`config.mk`:
```
export PLATFORM = sky130hd
export DESIGN_NAME = fifo_wr_arbiter
export DESIGN_NICKNAME = d
export VERILOG_FILES = /design/src/rtl/fifo_wr_arbiter.sv
export SDC_FILE = /design/constraint.sdc
export NUM_CORES = 1
export LEC_CHECK = 0
export CAP_MARGIN = 10
export CELL_PAD_IN_SITES_DETAIL_PLACEMENT = 1
export CELL_PAD_IN_SITES_GLOBAL_PLACEMENT = 1
export CORE_AREA = 5 5 116 96
export CTS_BUF_LIST = sky130_fd_sc_hd__clkbuf_4 sky130_fd_sc_hd__clkbuf_8 sky130_fd_sc_hd__clkbuf_16
export DETAILED_ROUTE_END_ITERATION = 8
export DIE_AREA = 0 0 121 101
export GPL_TIMING_DRIVEN = 1
export PLACE_DENSITY_LB_ADDON = 0.12
export REMOVE_ABC_BUFFERS = 1
export SYNTH_ARGS = -nofsm -noshare
export SYNTH_HDL_FRONTEND = slang
export SYNTH_SLANG_ARGS = --single-unit
```
`constraint.sdc`:
```
create_clock -name clk -period 2.26 [get_ports clk]
set_clock_uncertainty 0.1 [all_clocks]
set_input_delay 0.565 -clock clk [delete_from_list [all_inputs] [get_ports clk]]
set_output_delay 0.565 -clock clk [all_outputs]
set_load 0.02 [all_outputs]
```
`src/rtl/fifo_wr_arbiter.sv`:
```
// fifo_wr_arbiter: packet-granular round-robin arbiter sharing one FIFO write port among NREQ producers.
// Optional macro FIFO_WR_ARB_STATS_EN adds per-requester completed-packet counters on grant_cnt.
module fifo_wr_arbiter #(
  parameter int NREQ   = 4,
  parameter int DWIDTH = 32
) (
  input  logic                   clk,
  input  logic                   rst,
  input  logic [NREQ-1:0]        req_valid,
  input  logic [NREQ*DWIDTH-1:0] req_data,
  input  logic [NREQ-1:0]        req_last,
  output logic [NREQ-1:0]        req_ready,
  output logic [NREQ-1:0]        grant,
  output logic                   busy,
  output logic                   fifo_write,
  output logic [DWIDTH-1:0]      fifo_din,
`ifdef FIFO_WR_ARB_STATS_EN
  output logic [NREQ*16-1:0]     grant_cnt,
`endif
  input  logic                   fifo_full
);
  localparam int PW = $clog2(NREQ);

  typedef enum logic {IDLE = 1'b0, LOCK = 1'b1} state_t;

  state_t            state, state_d;
  logic [NREQ-1:0]   grant_d;
  logic [PW-1:0]     owner, owner_d;
  logic [PW-1:0]     rr_ptr, rr_ptr_d;
  logic [PW-1:0]     sel_idx, cand;
  logic              sel_found;
  logic              owner_valid, owner_last, accept;
  logic [DWIDTH-1:0] owner_data;

  // Handshake: a beat of requester i moves into the FIFO in exactly the cycles where
  // req_valid[i] & req_ready[i]; req_ready is combinational (valid & ~full for the owner),
  // so a producer must hold valid/data/last stable until it sees ready.
  always_comb begin
    sel_found = 1'b0;
    sel_idx   = rr_ptr;
    cand      = rr_ptr;
    for (int k = 1; k <= NREQ; k++) begin
      cand = PW'((int'(rr_ptr) + k) % NREQ);
      if (!sel_found && req_valid[cand]) begin
        sel_found = 1'b1;
        sel_idx   = cand;
      end
    end
  end

  always_comb begin
    owner_valid = |(req_valid & grant);
    owner_last  = |(req_last & grant);
    owner_data  = '0;
    for (int i = 0; i < NREQ; i++) begin
      if (grant[i]) owner_data = req_data[i*DWIDTH +: DWIDTH];
    end
  end

  assign accept     = (state == LOCK) && owner_valid && !fifo_full;
  assign fifo_write = accept;
  assign fifo_din   = accept ? owner_data : '0;
  assign req_ready  = accept ? grant : '0;
  // busy is the observable FSM state (IDLE=0, LOCK=1).
  assign busy       = (state == LOCK);

  always_comb begin
    state_d  = state;
    grant_d  = grant;
    owner_d  = owner;
    rr_ptr_d = rr_ptr;
    case (state)
      IDLE: begin
        if (sel_found) begin
          state_d = LOCK;
          owner_d = sel_idx;
          for (int i = 0; i < NREQ; i++) grant_d[i] = (sel_idx == PW'(i));
        end
      end
      LOCK: begin
        // Only an accepted beat can end the packet; req_last on a stalled beat is ignored.
        if (accept && owner_last) begin
          state_d  = IDLE;
          grant_d  = '0;
          rr_ptr_d = owner;
        end
      end
      default: state_d = IDLE;
    endcase
  end

  always_ff @(posedge clk) begin
    if (rst) begin
      state  <= IDLE;
      grant  <= '0;
      owner  <= '0;
      rr_ptr <= PW'(NREQ - 1);
    end else begin
      state  <= state_d;
      grant  <= grant_d;
      owner  <= owner_d;
      rr_ptr <= rr_ptr_d;
    end
  end

`ifdef FIFO_WR_ARB_STATS_EN
  always_ff @(posedge clk) begin
    if (rst) begin
      grant_cnt <= '0;
    end else begin
      for (int i = 0; i < NREQ; i++) begin
        if (accept && owner_last && grant[i])
          grant_cnt[i*16 +: 16] <= grant_cnt[i*16 +: 16] + 16'd1;
      end
    end
  end
`endif

endmodule

```
### Word-level counts from Yosys, hierarchy flattened

Index checks and enable logic that the tools add are counted.
W data, S select, Z words.

| word-level totals | value |
|---|---|
| output and inout port bits | 42 |
| bits in registers | 9 |
| word-level logic and storage cells | 64 |
| input bits | 139 |

| cells by class | value |
|---|---|
| multiplexer cells | 28 |
| equality and inequality tests | 5 |
| reductions and logical operators | 16 |
| magnitude comparators | 4 |
| $add $sub $neg | 4 |
| bitwise logic cells | 3 |

Operators by type and width:

| operator | number |
|---|---|
| $mux W32 | 5 |
| $lt A2 B3 Y1 const B | 4 |
| $mux W4 | 3 |
| $mux W1 | 10 |
| $and A4 B4 Y4 | 2 |
| $bmux W1 S2 | 4 |
| $mux W2 | 4 |
| $pmux W4 S2 | 1 |
| $reduce_or A4 Y1 | 2 |
| $logic_and A1 B1 Y1 | 6 |
| $reduce_and A2 Y1 | 3 |
| $add A2 B1 Y2 const B | 2 |
| $add A2 B2 Y2 const B | 2 |
| $eq A2 B2 Y1 const B | 2 |
| $logic_not A1 Y1 | 4 |
| $eq A2 B1 Y1 const B | 1 |
| $logic_not A2 Y1 | 1 |
| $ne A2 B1 Y1 const B | 1 |
| $ne A2 B2 Y1 const B | 1 |
| $pmux W1 S2 | 1 |
| $not A1 Y1 | 1 |

### Longest topological paths before layout

| logic depth | value |
|---|---|
| depth after elaboration | 16 |
| gate-level depth with buffers | 7 |
| gate-level depth less buffers | 4 |

### Worst setup path after synthesis

No wires, ideal clock.

| path | value |
|---|---|
| path type | register to output |
| start | reg grant[2] |
| end | out fifo_din[10] |
| setup slack | 0.049 ns |
| stages on the path, launching flop included | 7 |
| required time | 1.595 ns |
| data arrival time | 1.546 ns |
| cells stage by stage | dfxtp_1 -> buf_2 -> a22oi_1 -> a211o_1 -> buf_6 -> buf_6 -> a21oi_2 |

| on the way | value |
|---|---|
| word-level cells in the longest chain between the ends | 5 |
| elaborated cells between the ends (all ways) | 7 |
| those cells by class | mux (3); bitwise (1); reduce/logical (3) |

RTL lines:

| what | line | RTL |
|---|---|---|
| from (decl) | 13 | `output logic [NREQ-1:0] grant,` |
| from (signal assigned) | 100 | `grant <= grant_d;` |
| $and A4 B4 Y4 | 52 | `owner_valid = \|(req_valid & grant);` |
| $reduce_or A4 Y1 | 52 |  |
| $logic_and A1 B1 Y1 (2 in a row) | 60 | `assign accept = (state == LOCK) && owner_valid && !fifo_full;` |
| $mux W32 (*) | 62 | `assign fifo_din = accept ? owner_data : '0;` |
| to (decl) | 16 | `output logic [DWIDTH-1:0] fifo_din,` |

Mark *: on every way between the ends. The rest lies on a longest branch, timed or not.

### Worst setup path in the final report

| path | value |
|---|---|
| start | in req_valid[2] |
| end | out fifo_din[22] |

| on the way | value |
|---|---|
| word-level cells in the longest chain between the ends | 5 |

RTL lines:

| what | line | RTL |
|---|---|---|
| from (decl) | 9 | `input logic [NREQ-1:0] req_valid,` |
| $and A4 B4 Y4 | 52 |  |
| $reduce_or A4 Y1 | 52 |  |
| $logic_and A1 B1 Y1 (2 in a row) | 60 |  |
| $mux W32 | 62 |  |

No other way between the ends.

==> results.py <==
metrics = {
    "outcome": {
        "status": "finished, violations left",
        "violations": "setup timing",
    },
    "final_layout": {
        "layout.nets": 553,
        "final_util": 0.419,
        "register_area_um2": 185,
        "fill_cells": 1171,
        "design_area_mm2": 0.00417,
        "multi_input_area_mm2": 0.00142,
        "drive_gt1_frac": 0.305,
        "area_growth_pct": 155,
    },
    "placed_design": {
        "placed_area_mm2": 0.00369,
        "dp_hpwl_mm": 8.05,
        "port_buffers": 180,
        "gp_congestion": 0.739,
    },
    "sta": {
        "tightest_slew_ps": 355,
        "maxSlewViolCount": 0,
        "setup_viol": 30,
        "rsz0062_at_grt": "true",
        "fin_ws_ps": -123,
        "fin_tns_setup_ps": -1560,
        "timing.fmax_ghz": 0.420,
        "hold_violations": 0,
        "maxSlewHeadroom": 0.762,
        "timing.final.crit_share": 1.05,
        "fin_crit_ps": 2380,
    },
    "setup_path": {
        "critPathCaptureType": "output port",
        "arrival_ps": 1720,
        "endpoint": "fifo_din[22]",
        "cp-start-kind": "input pin",
        "worstRegToRegCells": 8,
        "required_ps": 1590,
        "rr_startpoint": "grant[0]",
        "ff2ff_setup_slack_ps": 380,
        "r2r_end": "rr_ptr[0]",
        "critPathKind": "input pin to output port",
        "crit_path_start": "req_valid[2]",
        "crit_fanout": 5,
    },
    "route": {
        "drtPass1Iterations": 4,
        "routed_wirelength_mm": 10.9,
        "avgRoutedWirePerCell_um": 19.6,
        "num_vias": 2614,
        "first_iter_violations": 113,
        "drc_errors": 0,
        "post_drt_via_cell_ratio": 4.72,
        "ant_nets": 0,
    },
    "clock_network": {
        "tritoncts": "built",
        "cts_root_buf": "clkbuf_16",
        "insertion_delay_ps": 230,
        "cts-buffers-inserted": 3,
        "clk_pin_slew_ps": 40,
        "hold_buffers": 0,
        "clockBufferDepth": 2,
        "numClockSinks": 9,
        "htreeDepth": 1,
    },
    "global_route": {
        "grt_max_degree": 33,
        "grtUsageMet1": 0.191,
        "met2_usage": 0.313,
        "antenna_found_initial": 1,
        "grt_use_total": 0.164,
        "top_usage_layer": "met2",
        "grt_pass1_vias": 2819,
        "gr-total-overflow": 0,
        "met3_usage": 0.0365,
        "grt_pass1_wl_mm": 15.8,
    },
    "yosys": {
        "netlist_top_cells_area": "a221o_1, o211ai_1, a21oi_2",
        "ys_seq_elements": 9,
        "synthesis.area_mm2": 0.00164,
        "synthCells": 222,
        "yosys.cell_count.top_type": "nand2_1",
        "ys_top_cells_by_count": "nand2_1, a221o_1, o211ai_1, a21oi_2, clkbuf_1",
        "async_reset_ff_frac": 0,
        "synthDistinctLibCells": 29,
        "synth_edf_count": 0,
        "seq_area_frac_synth": 0.110,
        "ys.flop_type": "dfxtp_1",
        "yosys.area.top_type_share": 0.196,
        "yosysWarnings": 0,
        "syn_avg_cell_area_um2": 7.37,
        "yosysTopAreaCell": "a221o_1",
    },
    "min_path": {
        "hold_class": "register to register",
    },
    "run": {
        "drv_cap": 0,
    },
    "die": {
        "rows": 33,
        "core_area_mm2": 0.00995,
        "initial_core_util": 0.164,
        "dieArea_mm2": 0.0122,
        "dieHeight_um": 101,
        "top_level_ports": 181,
        "die_x_um": 121,
    },
    "power_and_ir_drop": {
        "power_density_mw_per_mm2": 298,
        "p_total_uw": 1240,
        "power_leakage_uw": 0.00163,
        "ir_drop_mv": 0.208,
    },
}
-- cells in the final DEF (no fill, tap or decap), types with 3 or more instances in the layout --
master,netlist,final
dfxtp_2,0,4
nor2_4,0,4
a21oi_2,25,20
clkbuf_16,0,3
clkdlybuf4s50_1,0,105
buf_12,0,8
nand2b_1,3,3
or3_1,6,6
a221o_1,32,32
inv_1,4,4
dlygate4sd2_1,0,14
buf_6,7,36
a21oi_4,1,13
buf_16,0,3
dlymetal6s2s_1,0,19
o211ai_1,31,31
buf_4,3,28
nand2_1,35,35
mux2i_1,3,3
nor2_1,8,8
dfxtp_1,9,5
o22ai_1,5,5
a21oi_1,10,3
-- metrics by stage --
stage / instances / hold WS [ps] / setup WS (ps)
after floorplan: 194 / 331 / -1050
after detailed placement: 539 / 352 / -904
after CTS: 553 / 365 / -124
after global routing: 554 / 377 / -179
after global placement: 539 / 347 / -905
final: 554 / 358 / -123
-- flip-flops by register name, indices dropped and copies added, names as in the netlist --
name and flops:
owner 2, busy 1, grant 4, rr_ptr 2
-- report_power, final --
group          total [uW]  internal, uW  switching [uW]
combinational         741           432             309
sequential            184           173            10.3
clock                 320           247            72.6
total                1240           853             392
-- layer usage --
metal	up-vias	part of all wire
li1	1258	-
met1	1237	0.39
met2	113	0.53
met3	6	0.067
met4	0	0.010
met5	-	0
-- critical path: stages --
cell     delay, ps
buf_2           90
a22oi_2         50
a211o_4        360
buf_12         130
buf_12         120
buf_16         140
a21oi_4        110
buf_6          130
-- worst min path at each step --
stage | start | endpoint | slack, ps | depth (start not counted)
2_1_floorplan | owner[1] | owner[1] | 330 | 2
3_3_place_gp | owner[1] | owner[1] | 350 | 2
3_5_place_dp | owner[1] | owner[1] | 350 | 2
4_1_cts | owner[1] | owner[1] | 360 | 2
5_1_grt | owner[1] | owner[1] | 380 | 2
6_report | owner[1] | owner[1] | 360 | 2
-- final cells by class --
type,instances,share of cell area
tap,140,0.0420
multi-input combinational,179,0.340
sequential,9,0.0444
clock buffer,4,0.0198
timing repair buffer,215,0.548
inverter,6,0.00540
antenna,1,0.000600
-- cell families (layout without fill, tap and decap cells) --
group,count (synthesis),count (layout),share of synthesized area
other cells,0,1,0
mux,3,3,0.0184
simple gates,62,62,0.172
flops,9,9,0.110
compound gates,114,114,0.581
buf+inv,34,225,0.119
-- repair_timing --
| action | 4_1_cts | 5_1_grt |
|---|---|---|
| resized for setup | 267 | 41 |
| buffers inserted | 6 | 1 |
| cloned | 4 | 0 |
| pin swaps | 44 | 27 |
| endpoints found under the setup margin | 37 | 38 |
No activity file was read; power rests on OpenSTA's default activity.
